==> config.mk <==
export PLATFORM = sky130hd
export DESIGN_NAME = step_phase_decoder
export DESIGN_NICKNAME = d
export VERILOG_FILES = /design/src/rtl/step_phase_decoder_pkg.sv /design/src/rtl/step_phase_decoder_phase_filter.sv /design/src/rtl/step_phase_decoder.sv
export SDC_FILE = /design/constraint.sdc
export NUM_CORES = 1
export LEC_CHECK = 0
export ABC_AREA = 0
export BUFFER_PORTS_ARGS = -buffer_cell sky130_fd_sc_hd__buf_2
export CORE_MARGIN = 10
export CORE_UTILIZATION = 62
export CTS_BUF_LIST = sky130_fd_sc_hd__clkbuf_4 sky130_fd_sc_hd__clkbuf_8
export CTS_CLUSTER_SIZE = 25
export DETAILED_ROUTE_END_ITERATION = 7
export PLACE_DENSITY = 0.83
export SYNTH_ARGS = -nofsm -noshare
export SYNTH_HDL_FRONTEND = slang
export SYNTH_SLANG_ARGS = --single-unit
export TNS_END_PERCENT = 30
==> constraint.sdc <==
create_clock -name clk -period 6.11 [get_ports clk]
set_clock_uncertainty 0.15 [all_clocks]
set_input_delay 1.222 -clock clk [delete_from_list [all_inputs] [get_ports clk]]
set_output_delay 1.222 -clock clk [all_outputs]
set_load 0.02 [all_outputs]
==> src/rtl/step_phase_decoder_pkg.sv <==
// Shared definitions for the step phase decoder.
// Holds the unipolar half-step pattern table, the phase index width,
// the lock FSM state type and the pattern classification helper.
// No ports (package).
package step_phase_pkg;

  localparam int IDX_W      = 3;
  localparam int NUM_PHASES = 8;

  // Half-step sequence in forward order; the array position is the phase index.
  localparam logic [3:0] HALF_STEP_TABLE [NUM_PHASES] = '{
    4'b0001, 4'b0011, 4'b0010, 4'b0110,
    4'b0100, 4'b1100, 4'b1000, 4'b1001
  };

  typedef enum logic {
    UNLOCKED = 1'b0,
    LOCKED   = 1'b1
  } state_t;

  typedef struct packed {
    logic             legal;
    logic             idle;
    logic [IDX_W-1:0] index;
  } pat_info_t;

  // Classifies a coil pattern: legal half-step position, coils-off idle,
  // or neither (illegal). Index is only meaningful when legal is set.
  function automatic pat_info_t pattern_to_index(input logic [3:0] pat);
    pat_info_t info;
    info.legal = 1'b0;
    info.idle  = (pat == 4'b0000);
    info.index = '0;
    for (int i = 0; i < NUM_PHASES; i++) begin
      if (pat == HALF_STEP_TABLE[i]) begin
        info.legal = 1'b1;
        info.index = IDX_W'(i);
      end
    end
    return info;
  endfunction

endpackage

==> src/rtl/step_phase_decoder_phase_filter.sv <==
// phase_filter: brings the asynchronous coil lines into the clock domain
// with a 2-FF synchronizer, then accepts a pattern only after it has been
// stable for FILTER_CYCLES consecutive cycles.
// Ports:
//   i_clk        system clock
//   i_rst        asynchronous active-low reset
//   i_phase      raw coil phase lines
//   o_pattern    last accepted (debounced) pattern
//   o_newPattern one-cycle strobe each time a pattern is accepted
module phase_filter #(
  parameter int FILTER_CYCLES = 4
) (
  input  logic       i_clk,
  input  logic       i_rst,
  input  logic [3:0] i_phase,
  output logic [3:0] o_pattern,
  output logic       o_newPattern
);

  localparam logic [7:0] F_CNT = 8'(FILTER_CYCLES);

  logic [3:0] r_sync1;
  logic [3:0] r_sync2;
  logic [3:0] r_cand;
  logic [7:0] r_cnt;
  logic [3:0] r_pattern;
  logic       r_newPattern;

  // The counter holds how many consecutive cycles r_cand has matched the
  // synchronized input. A pattern is accepted on the cycle the count reaches
  // FILTER_CYCLES; the count then parks there so acceptance fires only once
  // per stable run. A one-cycle filter accepts on the candidate load itself.
  always_ff @(posedge i_clk or negedge i_rst) begin
    if (!i_rst) begin
      r_sync1      <= 4'b0000;
      r_sync2      <= 4'b0000;
      r_cand       <= 4'b0000;
      r_cnt        <= 8'd0;
      r_pattern    <= 4'b0000;
      r_newPattern <= 1'b0;
    end else begin
      r_sync1      <= i_phase;
      r_sync2      <= r_sync1;
      r_newPattern <= 1'b0;
      if (r_sync2 != r_cand) begin
        r_cand <= r_sync2;
        r_cnt  <= 8'd1;
        if (F_CNT == 8'd1) begin
          r_pattern    <= r_sync2;
          r_newPattern <= 1'b1;
        end
      end else if (r_cnt < F_CNT) begin
        r_cnt <= r_cnt + 8'd1;
        if (r_cnt + 8'd1 == F_CNT) begin
          r_pattern    <= r_cand;
          r_newPattern <= 1'b1;
        end
      end
    end
  end

  assign o_pattern    = r_pattern;
  assign o_newPattern = r_newPattern;

endmodule

==> src/rtl/step_phase_decoder.sv <==
// step_phase_decoder: decodes step events, direction and accumulated
// half-step position from the four unipolar coil phase lines, flags illegal
// patterns and missed steps, and measures the step period in clock cycles.
// Ports:
//   clk          system clock
//   rst          asynchronous active-low reset
//   phase_in     coil phase lines (asynchronous)
//   clr          synchronous clear of position, fault and period measurement
//   position     signed half-step position (wraps)
//   dir          direction of last step, 1 = forward
//   step_pulse   one-cycle pulse per accepted step
//   locked       a valid reference phase index is held
//   fault        sticky illegal-pattern / missed-step flag
//   period       clock cycles between the last two steps
//   period_valid period holds a real step-to-step measurement
module step_phase_decoder
  import step_phase_pkg::*;
#(
  parameter int FILTER_CYCLES = 4,
  parameter int POS_W         = 16,
  parameter int PER_W         = 24
) (
  input  logic                    clk,
  input  logic                    rst,
  input  logic [3:0]              phase_in,
  input  logic                    clr,
  output logic signed [POS_W-1:0] position,
  output logic                    dir,
  output logic                    step_pulse,
  output logic                    locked,
  output logic                    fault,
  output logic [PER_W-1:0]        period,
  output logic                    period_valid
);

  logic [3:0]       w_pattern;
  logic             w_newPattern;

  state_t           r_state,      w_stateNext;
  logic [IDX_W-1:0] r_index,      w_indexNext;
  logic [POS_W-1:0] r_position,   w_positionNext;
  logic             r_dir,        w_dirNext;
  logic             r_stepPulse,  w_stepPulseNext;
  logic             r_fault,      w_faultNext;
  logic [PER_W-1:0] r_periodCnt,  w_periodCntNext;
  logic [PER_W-1:0] r_period,     w_periodNext;
  logic             r_periodValid, w_periodValidNext;
  logic             r_stepSeen,   w_stepSeenNext;
  logic [PER_W-1:0] w_cntInc;
  logic [IDX_W-1:0] w_diff;
  pat_info_t        w_info;

  phase_filter #(
    .FILTER_CYCLES(FILTER_CYCLES)
  ) u_filter (
    .i_clk       (clk),
    .i_rst       (rst),
    .i_phase     (phase_in),
    .o_pattern   (w_pattern),
    .o_newPattern(w_newPattern)
  );

  // Saturating increment, shared by the free-running counter and the
  // captured period (captured value is counter+1 so it counts the step cycle).
  assign w_cntInc = (r_periodCnt == '1) ? r_periodCnt : r_periodCnt + PER_W'(1);

  // Next-state logic. The 3-bit index difference wraps modulo 8, so a
  // reverse half step shows up as 7 and a reverse full step as 6.
  // r_stepSeen remembers the first step since locking so period_valid only
  // rises once a true step-to-step interval has been captured.
  // clr is applied last so it overrides position and fault, while dir and
  // step_pulse still reflect a coincident step.
  always_comb begin
    w_stateNext       = r_state;
    w_indexNext       = r_index;
    w_positionNext    = r_position;
    w_dirNext         = r_dir;
    w_stepPulseNext   = 1'b0;
    w_faultNext       = r_fault;
    w_periodCntNext   = w_cntInc;
    w_periodNext      = r_period;
    w_periodValidNext = r_periodValid;
    w_stepSeenNext    = r_stepSeen;
    w_info            = pattern_to_index(w_pattern);
    w_diff            = w_info.index - r_index;

    if (w_newPattern && !w_info.idle) begin
      if (!w_info.legal) begin
        w_faultNext = 1'b1;
        w_stateNext = UNLOCKED;
      end else begin
        w_indexNext = w_info.index;
        if (r_state == UNLOCKED) begin
          w_stateNext = LOCKED;
        end else begin
          case (w_diff)
            3'd0: begin
              w_stateNext = LOCKED;
            end
            3'd1: begin
              w_positionNext  = r_position + POS_W'(1);
              w_dirNext       = 1'b1;
              w_stepPulseNext = 1'b1;
            end
            3'd2: begin
              w_positionNext  = r_position + POS_W'(2);
              w_dirNext       = 1'b1;
              w_stepPulseNext = 1'b1;
            end
            3'd7: begin
              w_positionNext  = r_position - POS_W'(1);
              w_dirNext       = 1'b0;
              w_stepPulseNext = 1'b1;
            end
            3'd6: begin
              w_positionNext  = r_position - POS_W'(2);
              w_dirNext       = 1'b0;
              w_stepPulseNext = 1'b1;
            end
            default: begin
              w_faultNext = 1'b1;
              w_stateNext = UNLOCKED;
            end
          endcase
        end
      end
    end

    if (w_stepPulseNext) begin
      w_periodNext    = w_cntInc;
      w_periodCntNext = '0;
      if (r_stepSeen) begin
        w_periodValidNext = 1'b1;
      end else begin
        w_stepSeenNext = 1'b1;
      end
    end

    if (w_stateNext == UNLOCKED) begin
      w_periodValidNext = 1'b0;
      w_stepSeenNext    = 1'b0;
    end

    if (clr) begin
      w_positionNext    = '0;
      w_faultNext       = 1'b0;
      w_periodValidNext = 1'b0;
      w_stepSeenNext    = 1'b0;
      w_periodCntNext   = '0;
    end
  end

  // State register for the lock FSM and all decoder outputs.
  always_ff @(posedge clk or negedge rst) begin
    if (!rst) begin
      r_state       <= UNLOCKED;
      r_index       <= '0;
      r_position    <= '0;
      r_dir         <= 1'b0;
      r_stepPulse   <= 1'b0;
      r_fault       <= 1'b0;
      r_periodCnt   <= '0;
      r_period      <= '0;
      r_periodValid <= 1'b0;
      r_stepSeen    <= 1'b0;
    end else begin
      r_state       <= w_stateNext;
      r_index       <= w_indexNext;
      r_position    <= w_positionNext;
      r_dir         <= w_dirNext;
      r_stepPulse   <= w_stepPulseNext;
      r_fault       <= w_faultNext;
      r_periodCnt   <= w_periodCntNext;
      r_period      <= w_periodNext;
      r_periodValid <= w_periodValidNext;
      r_stepSeen    <= w_stepSeenNext;
    end
  end

  assign position     = r_position;
  assign dir          = r_dir;
  assign step_pulse   = r_stepPulse;
  assign locked       = (r_state == LOCKED);
  assign fault        = r_fault;
  assign period       = r_period;
  assign period_valid = r_periodValid;

endmodule

==> summary.md <==
| Metric | Value |
|---|---|
| Status | finished clean |
| Number of remaining DRC errors | 0 |
| Synth Warn # | 0 |
| Post-synth EDFFs | 0 |
| Worst slew pin tran | 1200 ps |
| Synth cell types | 66 |
| WL final | 12000 µm |
| Reg2reg path depth | 17 |
| Layout Utilization | 0.700 |
| Final instance area | 6170 µm² |
| MaxCap Viol Count | 0 |
| Cell area after synthesis | 5650 µm² |
| Dpl cell area | between 5000 and 6000 µm² |
| Max FO, Critical Path | 16 |
| Wire length per cell | between 15 and 20 µm |
| Clock Latency Late Sink | 370 ps |
| Io pins | 52 |
| Synthesized area per cell | around 9.3 µm² |
| Total clock buffers created by CTS | 9 |
| Chip Width | 115 µm |
| Tcrit/Tclk final | 0.829 |
| CTS tree | done |
| Area Overhead vs Synth | 9.12% |
| Nets | 689 |
| Crit path kind | flip-flop to flip-flop |
| Via density | 5.83 |
| VDD IR-drop max | between 0.00015 and 0.0002 V |
| Most frequent cells in the layout | 98 x dfrtp_1, 70 x nand2_1, 66 x nor2_1, 55 x o21ai_0, 50 x buf_2 |
| Hold buffer count at CTS | 0 |
| # port buffers | 51 |
| GRT Total Usage | 0.186 |
| Post-Synthesis Net Count | 650 |
| Minimum clock period | 5060 ps |
| Diodes inserted | 0 |
| RSZ-0062 raised after global routing | no |
| CP required | 6270 ps |
| Fillers | 648 |
| Total global routing overflow | 0 |
| First-pass GRT wire length | 20500 µm |
| Initial Util | 0.642 |
| Clock Tree Root | clkbuf_8 |
| Asr flop ratio synth | 1.00 |
| CTS HTree Levels | 3 |
| Post-Synthesis Cells | just over 600 |
| Cell Rows | 34 |
| Chip Height | 115 µm |
| Vias | around 4400 |
| Clock sink count | 98 |
| Die area | approximately 13000 µm² |
| Share of layout cells above drive strength 1 | 0.136 |
| Sequential share of the synthesized area | 0.434 |
| Ys flop type | dfrtp_1 |
| Hold Violations, Final | 0 |
| Commonest non-fill, non-tap cell in the layout | dfrtp_1 |
| Critical path capture point type | flip-flop |
| First-pass iteration count of the detailed router | 4 |
| Hold path depth | 0 |
| Core Region | 8810 µm² |
| Maximum operating frequency | a little under 0.2 GHz |
| Startpoint type of the worst setup path | flip-flop |
| Initial antenna violation count | 0 |
| Setup TNS | 0 ps |
| Max-slew violation count | 0 |
| Power per Cell Area | between 150 and 200 nW/µm² |
| Drt initial violations | 256 |
| HPWL Detailed | 8640 µm |
| Crit-path cells | xor2_1, nand2_1, ha_1, fa_1, xnor2_1, xnor2_2, nand2_1, inv_1, ha_1, a21oi_1, o22ai_1, o2111ai_1, a31oi_1, and4_1, nor3_1, or4_1, nand4_1 |
| #FFs+latches synth | 98 |
| Critical Path AT | about 5200 ps |
| Vias in the first global route | between 4000 and 5000 |
| R2R Path End | position[15]$_DFFE_PN0P_ |
| Hold_sp | u_filter.r_sync1[0]$_DFF_PN0_ |
| Hold_ws | 212 ps |
| Critical-path top delay cell | dfrtp_1 |
| Clock transition at the registers of the reported paths | about 110 ps |
| Tot Pwr | 1180 µW |
| Largest net degree at the start of global routing | 85 |
| PostCTS Resize Cnt | 0 |
| RePlAce Congestion | 0.909 |
| # setup viols final | 0 |
| Antenna-violating nets left | 0 |
| Post-CTS Setup Inserts | 0 |
| Clock Path Buffers | 2 |
| HP Class | flip-flop to flip-flop |
| Slew headroom | 0.190 |
| Reg2reg start | u_filter.o_pattern[3]$_DFFE_PN0P_ |
| Lkg Pwr | 0.00294 µW |
| Register-to-Register Setup Slack | 1050 ps |
| Worst Hold Endpoint | u_filter.r_sync2[0]$_DFF_PN0_ |
| CP max stage delay | 690 ps |
==> synth_stat cells, drive strengths merged, types with 14 or more instances <==
master / number / area (µm²)
nor2: 66 / 248
nand2: 70 / 263
xnor2: 36 / 330
clkbuf: 18 / 67.6
a21oi: 35 / 198
dfrtp: 98 / 2450
nor3: 16 / 85.1
ha: 31 / 388
inv: 17 / 63.8
nand3: 18 / 108
o21ai: 63 / 319
xor2: 21 / 184
nand2b: 14 / 110
==> cells by family (layout without fill, tap and decap cells) <==
logic type                 after synthesis  after routing  share of synthesized area
AOI/OAI and AO/OA                      137            137                      0.145
xor gates and xnor gates                57             57                     0.0910
adders and majority gates               34             34                     0.0792
buffers and inverters                   43             87                     0.0323
DFF                                     98             98                      0.434
muxes                                    6              6                     0.0111
and+or+nand+nor                        234            234                      0.208
==> layer usage <==
layer | vias up | GRT usage | wire, µm
met5 | - | 0 | 0
met4 | 0 | 0.0515 | 131
met3 | 13 | 0.0413 | 613
met2 | 106 | 0.324 | 5910
met1 | 2142 | 0.227 | 5310
li1 | 2177 | - | -
==> final cells by class <==
type	count	area (µm²)	area share
timing repair buffer	53	273	0.0442
tap	108	135	0.0219
clock inverter	7	93.8	0.0152
clock buffer	9	124	0.0201
multi-input combinational	468	3020	0.489
inverter	18	72.6	0.0118
sequential	98	2450	0.398
==> critical path: cells and delay by family (launching register included) <==
family          cells  cell delay (ps)
simple gates        6             1120
compound gates      4              980
fa+ha+maj           3              910
xor+xnor            3              740
flops               1              690
buf+inv             1              400
==> state kept, by name (all words and copies together) (netlist names) <==
signal                 cells
r_index                    3
locked                     1
u_filter.r_cand            4
period_valid               1
u_filter.o_newPattern      1
r_stepSeen                 1
u_filter.r_sync1           4
period                    24
dir                        1
position                  16
step_pulse                 1
fault                      1
u_filter.r_sync2           4
u_filter.o_pattern         4
r_periodCnt               24
u_filter.r_cnt             8
==> worst max path at each step <==
stage	from	end	slack (ps)	depth (start not counted)
4_1_cts	u_filter.o_pattern[3]$_DFFE_PN0P_	position[15]$_DFFE_PN0P_	1090	17
6_report	u_filter.o_pattern[3]$_DFFE_PN0P_	position[15]$_DFFE_PN0P_	1050	17
3_5_place_dp	u_filter.o_pattern[3]$_DFFE_PN0P_	position[14]$_DFFE_PN0P_	1110	17
3_3_place_gp	u_filter.o_pattern[3]$_DFFE_PN0P_	position[14]$_DFFE_PN0P_	1250	17
2_1_floorplan	u_filter.o_pattern[3]$_DFFE_PN0P_	position[14]$_DFFE_PN0P_	1400	19
5_1_grt	u_filter.o_pattern[3]$_DFFE_PN0P_	position[14]$_DFFE_PN0P_	600	17
==> through the flow <==
step | instances | worst slack, ps
global placement | 745 | 1250
CTS | 761 | 1090
detailed placement | 745 | 1110
floorplan | 609 | 1400
finish | 761 | 1050
global route | 761 | 596
==> report_power, final <==
part,internal [µW],switching [µW]
Combinational,17.4,37.0
Clock,202,259
Sequential,655,5.61
Note: power is estimated with default switching activity, not from simulation.
